`src/rtl/frame_sync_pkg.sv`:
```
// frame_sync_pkg: shared types and constants for the frame_sync video re-framer.
//   fs_state_e      - re-framing FSM states
//   ERR_*           - bit positions inside err_sticky
//   ctr_width()     - counter width helper that never returns zero
package frame_sync_pkg;

  typedef enum logic [2:0] {
    ST_IDLE      = 3'd0,
    ST_ACTIVE    = 3'd1,
    ST_PAD_LINE  = 3'd2,
    ST_SKIP_LINE = 3'd3,
    ST_PAD_FRAME = 3'd4
  } fs_state_e;

  localparam int unsigned ERR_EARLY_TLAST   = 0;
  localparam int unsigned ERR_MISSING_TLAST = 1;
  localparam int unsigned ERR_MID_TUSER     = 2;
  localparam int unsigned ERR_W             = 3;

  // Width of a counter that must hold 0..n-1; a 1-entry range still gets 1 bit.
  function automatic int unsigned ctr_width(input int unsigned n);
    if (n > 32'd1) begin
      return int'($clog2(n));
    end else begin
      return 32'd1;
    end
  endfunction

endpackage

```
`src/rtl/frame_sync.sv`:
```
// frame_sync: re-frames a raw AXI4-Stream video feed into strictly
// FRAME_WIDTH x FRAME_HEIGHT frames. Output tuser/tlast are regenerated from
// internal h/v counters. Short lines are padded, long lines are truncated,
// and an unexpected start-of-frame pads the current frame to its end before
// the new frame begins. Pad pixels repeat the last forwarded input pixel.
//
// Ports
//   clk, rst_n            - clock, asynchronous active-low reset
//   s_axis_*              - raw video slave (tdata/tvalid/tlast/tuser, tready)
//   m_axis_*              - clean video master (single output register)
//   err_sticky[2:0]       - bit0 early tlast, bit1 missing tlast, bit2 mid-frame tuser
//   err_clr               - clears err_sticky (a same-cycle new event still sets)
//   frame_done            - one-cycle pulse while the last pixel of a frame is presented
//   err_cnt[15:0]         - only with FRAME_SYNC_STATS_EN defined: saturating error-event count
module frame_sync
  import frame_sync_pkg::*;
#(
  parameter int unsigned DATA_WIDTH   = 8,
  parameter int unsigned FRAME_WIDTH  = 640,
  parameter int unsigned FRAME_HEIGHT = 512
) (
  input  logic                  clk,
  input  logic                  rst_n,
  input  logic [DATA_WIDTH-1:0] s_axis_tdata,
  input  logic                  s_axis_tvalid,
  input  logic                  s_axis_tlast,
  input  logic                  s_axis_tuser,
  output logic                  s_axis_tready,
  output logic [DATA_WIDTH-1:0] m_axis_tdata,
  output logic                  m_axis_tvalid,
  output logic                  m_axis_tlast,
  output logic                  m_axis_tuser,
  input  logic                  m_axis_tready,
  output logic [2:0]            err_sticky,
  input  logic                  err_clr,
  output logic                  frame_done
`ifdef FRAME_SYNC_STATS_EN
  ,
  output logic [15:0]           err_cnt
`endif
);

  localparam int unsigned HW = ctr_width(FRAME_WIDTH);
  localparam int unsigned VW = ctr_width(FRAME_HEIGHT);
  localparam logic [HW-1:0] H_LAST = HW'(FRAME_WIDTH - 1);
  localparam logic [VW-1:0] V_LAST = VW'(FRAME_HEIGHT - 1);

  fs_state_e             state_q, state_d;
  logic [HW-1:0]         h_q, h_d;
  logic [VW-1:0]         v_q, v_d;
  logic [DATA_WIDTH-1:0] m_data_q, m_data_d;
  logic                  m_valid_q, m_valid_d;
  logic                  m_last_q, m_last_d;
  logic                  m_user_q, m_user_d;
  logic [DATA_WIDTH-1:0] pend_data_q, pend_data_d;
  logic                  pend_valid_q, pend_valid_d;
  logic [DATA_WIDTH-1:0] pad_q, pad_d;
  logic [ERR_W-1:0]      err_q, err_d;
  logic                  frame_done_q, frame_done_d;

  logic                  out_ready_s;
  logic                  s_ready_s;
  logic                  at_origin_s;
  logic                  last_px_s;
  logic                  eof_s;
  logic                  fwd_s;
  logic                  emit_s;
  logic [DATA_WIDTH-1:0] emit_data_s;
  logic [ERR_W-1:0]      err_set_s;
  logic [ERR_W-1:0]      err_base_s;

  // h/v always point at the position the next emitted beat will occupy.
  assign out_ready_s = !m_valid_q || m_axis_tready;
  assign at_origin_s = (h_q == {HW{1'b0}}) && (v_q == {VW{1'b0}});
  assign last_px_s   = (h_q == H_LAST);
  assign eof_s       = last_px_s && (v_q == V_LAST);

  // Slave ready: follow the output register except while generating pads.
  always_comb begin
    case (state_q)
      ST_IDLE, ST_ACTIVE, ST_SKIP_LINE: s_ready_s = out_ready_s;
      default:                          s_ready_s = 1'b0;
    endcase
  end

  // FSM next state, output-register load, h/v advance and error events.
  always_comb begin
    state_d      = state_q;
    h_d          = h_q;
    v_d          = v_q;
    m_data_d     = m_data_q;
    m_last_d     = m_last_q;
    m_user_d     = m_user_q;
    m_valid_d    = out_ready_s ? 1'b0 : m_valid_q;
    pend_data_d  = pend_data_q;
    pend_valid_d = pend_valid_q;
    pad_d        = pad_q;
    frame_done_d = 1'b0;
    err_set_s    = {ERR_W{1'b0}};
    fwd_s        = 1'b0;
    emit_s       = 1'b0;
    emit_data_s  = pad_q;

    if (out_ready_s) begin
      case (state_q)
        ST_IDLE: begin
          // Everything before a start-of-frame is dropped.
          if (s_axis_tvalid && s_axis_tuser) begin
            fwd_s = 1'b1;
          end else begin
            fwd_s = 1'b0;
          end
        end
        ST_ACTIVE: begin
          if (s_axis_tvalid) begin
            if (s_axis_tuser && !at_origin_s) begin
              // Hold the new frame's first pixel until this frame is padded out.
              pend_data_d                = s_axis_tdata;
              pend_valid_d               = 1'b1;
              err_set_s[ERR_MID_TUSER]   = 1'b1;
              state_d                    = ST_PAD_FRAME;
            end else begin
              fwd_s = 1'b1;
            end
          end else begin
            fwd_s = 1'b0;
          end
        end
        ST_SKIP_LINE: begin
          if (s_axis_tvalid) begin
            if (s_axis_tuser) begin
              if (at_origin_s) begin
                // Frame already closed: this is a legitimate new frame.
                fwd_s = 1'b1;
              end else begin
                pend_data_d              = s_axis_tdata;
                pend_valid_d             = 1'b1;
                err_set_s[ERR_MID_TUSER] = 1'b1;
                state_d                  = ST_PAD_FRAME;
              end
            end else if (s_axis_tlast) begin
              // Counters sit at the origin when the truncated line ended the frame.
              state_d = at_origin_s ? ST_IDLE : ST_ACTIVE;
            end else begin
              state_d = ST_SKIP_LINE;
            end
          end else begin
            state_d = ST_SKIP_LINE;
          end
        end
        ST_PAD_LINE: begin
          emit_s      = 1'b1;
          emit_data_s = pad_q;
          if (last_px_s) begin
            state_d = eof_s ? ST_IDLE : ST_ACTIVE;
          end else begin
            state_d = ST_PAD_LINE;
          end
        end
        ST_PAD_FRAME: begin
          if (at_origin_s) begin
            if (pend_valid_q) begin
              // The held start-of-frame pixel becomes the new (0,0).
              emit_s       = 1'b1;
              emit_data_s  = pend_data_q;
              pad_d        = pend_data_q;
              pend_valid_d = 1'b0;
              state_d      = eof_s ? ST_IDLE : ST_ACTIVE;
            end else begin
              state_d = ST_IDLE;
            end
          end else begin
            emit_s      = 1'b1;
            emit_data_s = pad_q;
            state_d     = ST_PAD_FRAME;
          end
        end
        default: begin
          state_d = ST_IDLE;
        end
      endcase

      // A forwarded input beat is checked against the regenerated line end.
      if (fwd_s) begin
        emit_s      = 1'b1;
        emit_data_s = s_axis_tdata;
        pad_d       = s_axis_tdata;
        if (s_axis_tlast && !last_px_s) begin
          err_set_s[ERR_EARLY_TLAST] = 1'b1;
          state_d                    = ST_PAD_LINE;
        end else if (last_px_s && !s_axis_tlast) begin
          err_set_s[ERR_MISSING_TLAST] = 1'b1;
          state_d                      = ST_SKIP_LINE;
        end else if (eof_s) begin
          state_d = ST_IDLE;
        end else begin
          state_d = ST_ACTIVE;
        end
      end else begin
        fwd_s = 1'b0;
      end

      if (emit_s) begin
        m_valid_d = 1'b1;
        m_data_d  = emit_data_s;
        m_user_d  = at_origin_s;
        m_last_d  = last_px_s;
        if (eof_s) begin
          h_d          = {HW{1'b0}};
          v_d          = {VW{1'b0}};
          frame_done_d = 1'b1;
        end else if (last_px_s) begin
          h_d = {HW{1'b0}};
          v_d = v_q + 1'b1;
        end else begin
          h_d = h_q + 1'b1;
        end
      end else begin
        m_data_d = m_data_q;
      end
    end else begin
      // Stalled downstream: everything holds.
      state_d = state_q;
    end
  end

  // Sticky errors: clear first, then OR in this cycle's events so a set wins.
  always_comb begin
    if (err_clr) begin
      err_base_s = {ERR_W{1'b0}};
    end else begin
      err_base_s = err_q;
    end
    err_d = err_base_s | err_set_s;
  end

  // State, counters, output register, pending/pad storage and flags.
  always_ff @(posedge clk or negedge rst_n) begin
    if (!rst_n) begin
      state_q      <= ST_IDLE;
      h_q          <= {HW{1'b0}};
      v_q          <= {VW{1'b0}};
      m_data_q     <= {DATA_WIDTH{1'b0}};
      m_valid_q    <= 1'b0;
      m_last_q     <= 1'b0;
      m_user_q     <= 1'b0;
      pend_data_q  <= {DATA_WIDTH{1'b0}};
      pend_valid_q <= 1'b0;
      pad_q        <= {DATA_WIDTH{1'b0}};
      err_q        <= {ERR_W{1'b0}};
      frame_done_q <= 1'b0;
    end else begin
      state_q      <= state_d;
      h_q          <= h_d;
      v_q          <= v_d;
      m_data_q     <= m_data_d;
      m_valid_q    <= m_valid_d;
      m_last_q     <= m_last_d;
      m_user_q     <= m_user_d;
      pend_data_q  <= pend_data_d;
      pend_valid_q <= pend_valid_d;
      pad_q        <= pad_d;
      err_q        <= err_d;
      frame_done_q <= frame_done_d;
    end
  end

`ifdef FRAME_SYNC_STATS_EN
  logic [15:0] err_cnt_q, err_cnt_d, cnt_base_s;

  // Saturating count of error cycles; simultaneous events count once.
  always_comb begin
    if (err_clr) begin
      cnt_base_s = 16'd0;
    end else begin
      cnt_base_s = err_cnt_q;
    end
    if ((err_set_s != {ERR_W{1'b0}}) && (cnt_base_s != 16'hFFFF)) begin
      err_cnt_d = cnt_base_s + 16'd1;
    end else begin
      err_cnt_d = cnt_base_s;
    end
  end

  // Error counter register.
  always_ff @(posedge clk or negedge rst_n) begin
    if (!rst_n) begin
      err_cnt_q <= 16'd0;
    end else begin
      err_cnt_q <= err_cnt_d;
    end
  end

  assign err_cnt = err_cnt_q;
`endif

  assign s_axis_tready = s_ready_s;
  assign m_axis_tdata  = m_data_q;
  assign m_axis_tvalid = m_valid_q;
  assign m_axis_tlast  = m_last_q;
  assign m_axis_tuser  = m_user_q;
  assign err_sticky    = err_q;
  assign frame_done    = frame_done_q;

endmodule

```
`config.mk`:
```
export PLATFORM = sky130hd
export DESIGN_NAME = frame_sync
export DESIGN_NICKNAME = d
export VERILOG_FILES = /design/src/rtl/frame_sync_pkg.sv /design/src/rtl/frame_sync.sv
export SDC_FILE = /design/constraint.sdc
export NUM_CORES = 1
export LEC_CHECK = 0
export CAP_MARGIN = 15
export CORE_ASPECT_RATIO = 0.9
export CORE_MARGIN = 3
export CORE_UTILIZATION = 30
export CTS_BUF_LIST = sky130_fd_sc_hd__clkbuf_16
export DETAILED_ROUTE_END_ITERATION = 12
export PLACE_DENSITY_LB_ADDON = 0.15
export SLEW_MARGIN = 5
export SYNTH_ARGS = -nofsm -noshare
export SYNTH_HDL_FRONTEND = slang
export SYNTH_SLANG_ARGS = --single-unit
```
`constraint.sdc`:
```
create_clock -name clk -period 2.6 [get_ports clk]
set_input_delay 0.39 -clock clk [delete_from_list [all_inputs] [get_ports clk]]
set_output_delay 0.39 -clock clk [all_outputs]
set_load 0.005 [all_outputs]
```
==> flow_summary_export.csv <==
group,metric,value,unit
setup_path,critical_path.max_stage_delay,0.56,ns
setup_path,crit_chain,"ha_1, and3_1, and3_1, and3_1, ha_1, or3_1, o31ai_2",
timing,setup_viol,0,
cells_and_area,drive_gt1_share,17.9,%
setup_path,worst_path_dominant_cell_family,"simple AND/OR/NAND/NOR gates",
setup_path,critPathBufInv,0,
timing,rsz0062_at_grt,"no",
setup_path,cp-start-kind,"register",
cts,cts_hold_buf,0,
detailed_routing,detail-route-antenna-nets,0,
timing,max_freq,0.413,GHz
job,max-cap-violations,0,
setup_path,worst_setup_path_end_kind,"register",
cts,cts_root_buf,"clkbuf_16",
timing,hold_viol,0,
floorplanning,num_rows,33,
setup_path,critPathSlowestCell,"or3_1",
pwr,ir_drop,0.399,mV
floorplanning,pin_count,31,
detailed_routing,viasPerCell,4.92,
synthesis,synth_edf_count,0,
cts,cts_tree,"yes",
placement,dp_hpwl,4680,um
global_routing,antenna_found_initial,0,
pwr,p_per_area,1020,nW/um2
timing,finClkSkew,0.00683,ns
floorplanning,fp.dieW,110,um
floorplanning,die_area,11000,um2
cts,cts-htree-levels,2,
timing,worst_pin_slew,0.616,ns
synthesis,synth_cells,285,
detailed_routing,via_count,2193,
synthesis,synth_area,2920,um2
global_routing,grt.total_usage,12.7,%
timing,drv_slew,0,
global_routing,grt_max_degree,30,
setup_path,required,2.80,ns
setup_path,arrival,2.62,ns
synthesis,yosysWarnings,0,
global_routing,grt_pass1_wl,11000,um
global_routing,grt-ovfl-total,0,
synthesis,syn_avg_cell_area,10.3,um2
synthesis,synth_seq_cells,54,
synthesis,synthFlopType,"dfrtp_1",
pwr,p_total,0.00363,W
placement,io_buffers,30,
detailed_routing,drc_errors,0,
synthesis,ys_types,52,
cts,post_cts_buffers,0,
cts,clk_latency,0.29,ns
global_routing,grt_pass1_vias,2252,
cts,cts_buffers,5,
detailed_routing,wl_per_cell,14.7,um
outcome,status,"completed",
timing,fin_crit_sh,93.1,%
cts,path_clk_slew,0.08,ns
timing,max_slew_margin,58.9,%
pwr,power_leakage,1.49,nW
cells_and_area,multi_input_area,1460,um2
detailed_routing,drt_iter0_drc,102,
cells_and_area,layout.nets,346,
cts,cts_resized,0,
cells_and_area,area_growth,22.3,%
synthesis,ys_seq_area_share,46.2,%
detailed_routing,firstDrtPassIters,4,
setup_path,crit_path_max_fanout,7,
setup_path,crit_type,"register to register",
cts,clock_path_buffers,2,
cells_and_area,fillers,919,
setup_path,crit_top_cell,"and3_1",
min_path,hold_path.class,"primary input to async pin",
timing,fin_setup_tns,0,ns
cells_and_area,seq_area,1350,um2
cells_and_area,antenna_cells,0,
floorplanning,design.core.area,9290,um2
synthesis,synth.net_count,308,
placement,routabilityCongestion,0.815,
cells_and_area,mostFrequentLayoutCells,"dfrtp_1 (54), nand2_1 (30), clkdlybuf4s50_1 (29)",
floorplanning,initial_core_util,31.5,%
detailed_routing,finalWirelength,6550,um
floorplanning,die_y,99.6,um
synthesis,async_flop_share,100,%
cells_and_area,final_common_cell,"dfrtp_1",
cts,clock_sinks,54,
timing,fin_crit,2.42,ns
kinds of logic after synthesis:
| family | after synthesis | synth area share (%) |
|---|---|---|
| flip-flops | 54 | 46.2 |
| AND/OR/NAND/NOR | 98 | 18.5 |
| adder cells (fa/ha/maj) | 8 | 3.42 |
| buffers and inverters | 25 | 3.85 |
| XOR/XNOR | 5 | 1.50 |
| AO/OA/AOI/OAI | 62 | 13.4 |
| multiplexers | 33 | 13.1 |
per-stage QoR:
step / std cells / setup WS (ns) / util [%] / instance area, um2 / hold slack [ns]
2_1_floorplan: 285 / 0.476 / - / 2920 / 0.0944
3_3_place_gp: 436 / 0.188 / 36.7 / 3410 / 0.446
3_5_place_dp: 436 / 0.150 / 36.7 / 3410 / 0.449
4_1_cts: 444 / 0.178 / 38.3 / 3560 / 0.130
5_1_grt: 446 / 0.00465 / 38.5 / 3570 / 0.146
6_report: 446 / 0.180 / 38.5 / 3570 / 0.104
cell usage after synthesis, types with 2 or more instances:
library cell,count,share of area [%]
mux2_2,19,7.3
inv_1,12,1.5
clkbuf_1,3,0.39
xor2_1,3,0.90
o21ai_1,13,2.2
nand2_1,30,3.9
o31ai_2,2,0.86
o21ai_0,20,3.4
mux2i_1,8,2.7
a31oi_1,5,1.1
and3_1,7,1.5
nand4_1,2,0.43
nor4_1,2,0.43
nand3b_1,2,0.51
a21oi_1,6,1.0
nand3_1,10,1.7
nor2b_1,3,0.64
nor3_1,3,0.51
buf_2,9,1.5
or3_1,2,0.43
nor2_1,14,1.8
nand2b_1,13,2.8
mux2_4,6,3.1
ha_1,8,3.4
o31ai_1,2,0.51
dfrtp_1,54,46
xnor2_1,2,0.60
layout make-up:
cell class,count,area share [%]
repair buffers,44,11.6
clock inverters,3,0.805
clock buffers,5,3.50
inverters,12,1.26
multi-input cells,206,40.8
well taps,122,4.27
flip-flops and latches,54,37.8
routing by layer:
metal	up-vias	part of all wire [%]	track usage, %
met1	1059	49	18.1
li1	1088	-	-
met2	40	46	19.4
met3	6	4.0	2.73
met5	-	0	0
met4	0	0.92	3.45
path summary, 6_finish.rpt:
check | from | end | slack [ns] | cells past startpoint
setup / recovery | v_q[0]$_DFFE_PN0P_ | v_q[4]$_DFFE_PN0P_ | 0.18 | 7
hold / removal | rst_n | h_q[1]$_DFFE_PN0P_ | 0.10 | 1
setup reg to reg | v_q[0]$_DFFE_PN0P_ | v_q[4]$_DFFE_PN0P_ | 0.18 | 7
hold reg to reg | m_axis_tuser$_DFFE_PN0P_ | m_axis_tuser$_DFFE_PN0P_ | 0.48 | 2
max in group asynchronous | rst_n | state_q[1]$_DFFE_PN0P_ | 1.92 | 2
min in group clk | m_axis_tuser$_DFFE_PN0P_ | m_axis_tuser$_DFFE_PN0P_ | 0.48 | 2
where the power goes:
part           internal [W]  switching (W)
combinational      0.000853       0.000693
sequential          0.00113       0.000252
clock              0.000370       0.000327
total               0.00236        0.00127
state kept, by name (all words and copies together) (netlist names), 3 cells and up, named ones only:
signal	count
v_q	9
err_sticky	3
h_q	10
m_axis_tdata	8
pad_q	8
state_q	3
pend_data_q	8
Note: power is estimated with default switching activity, not from simulation.
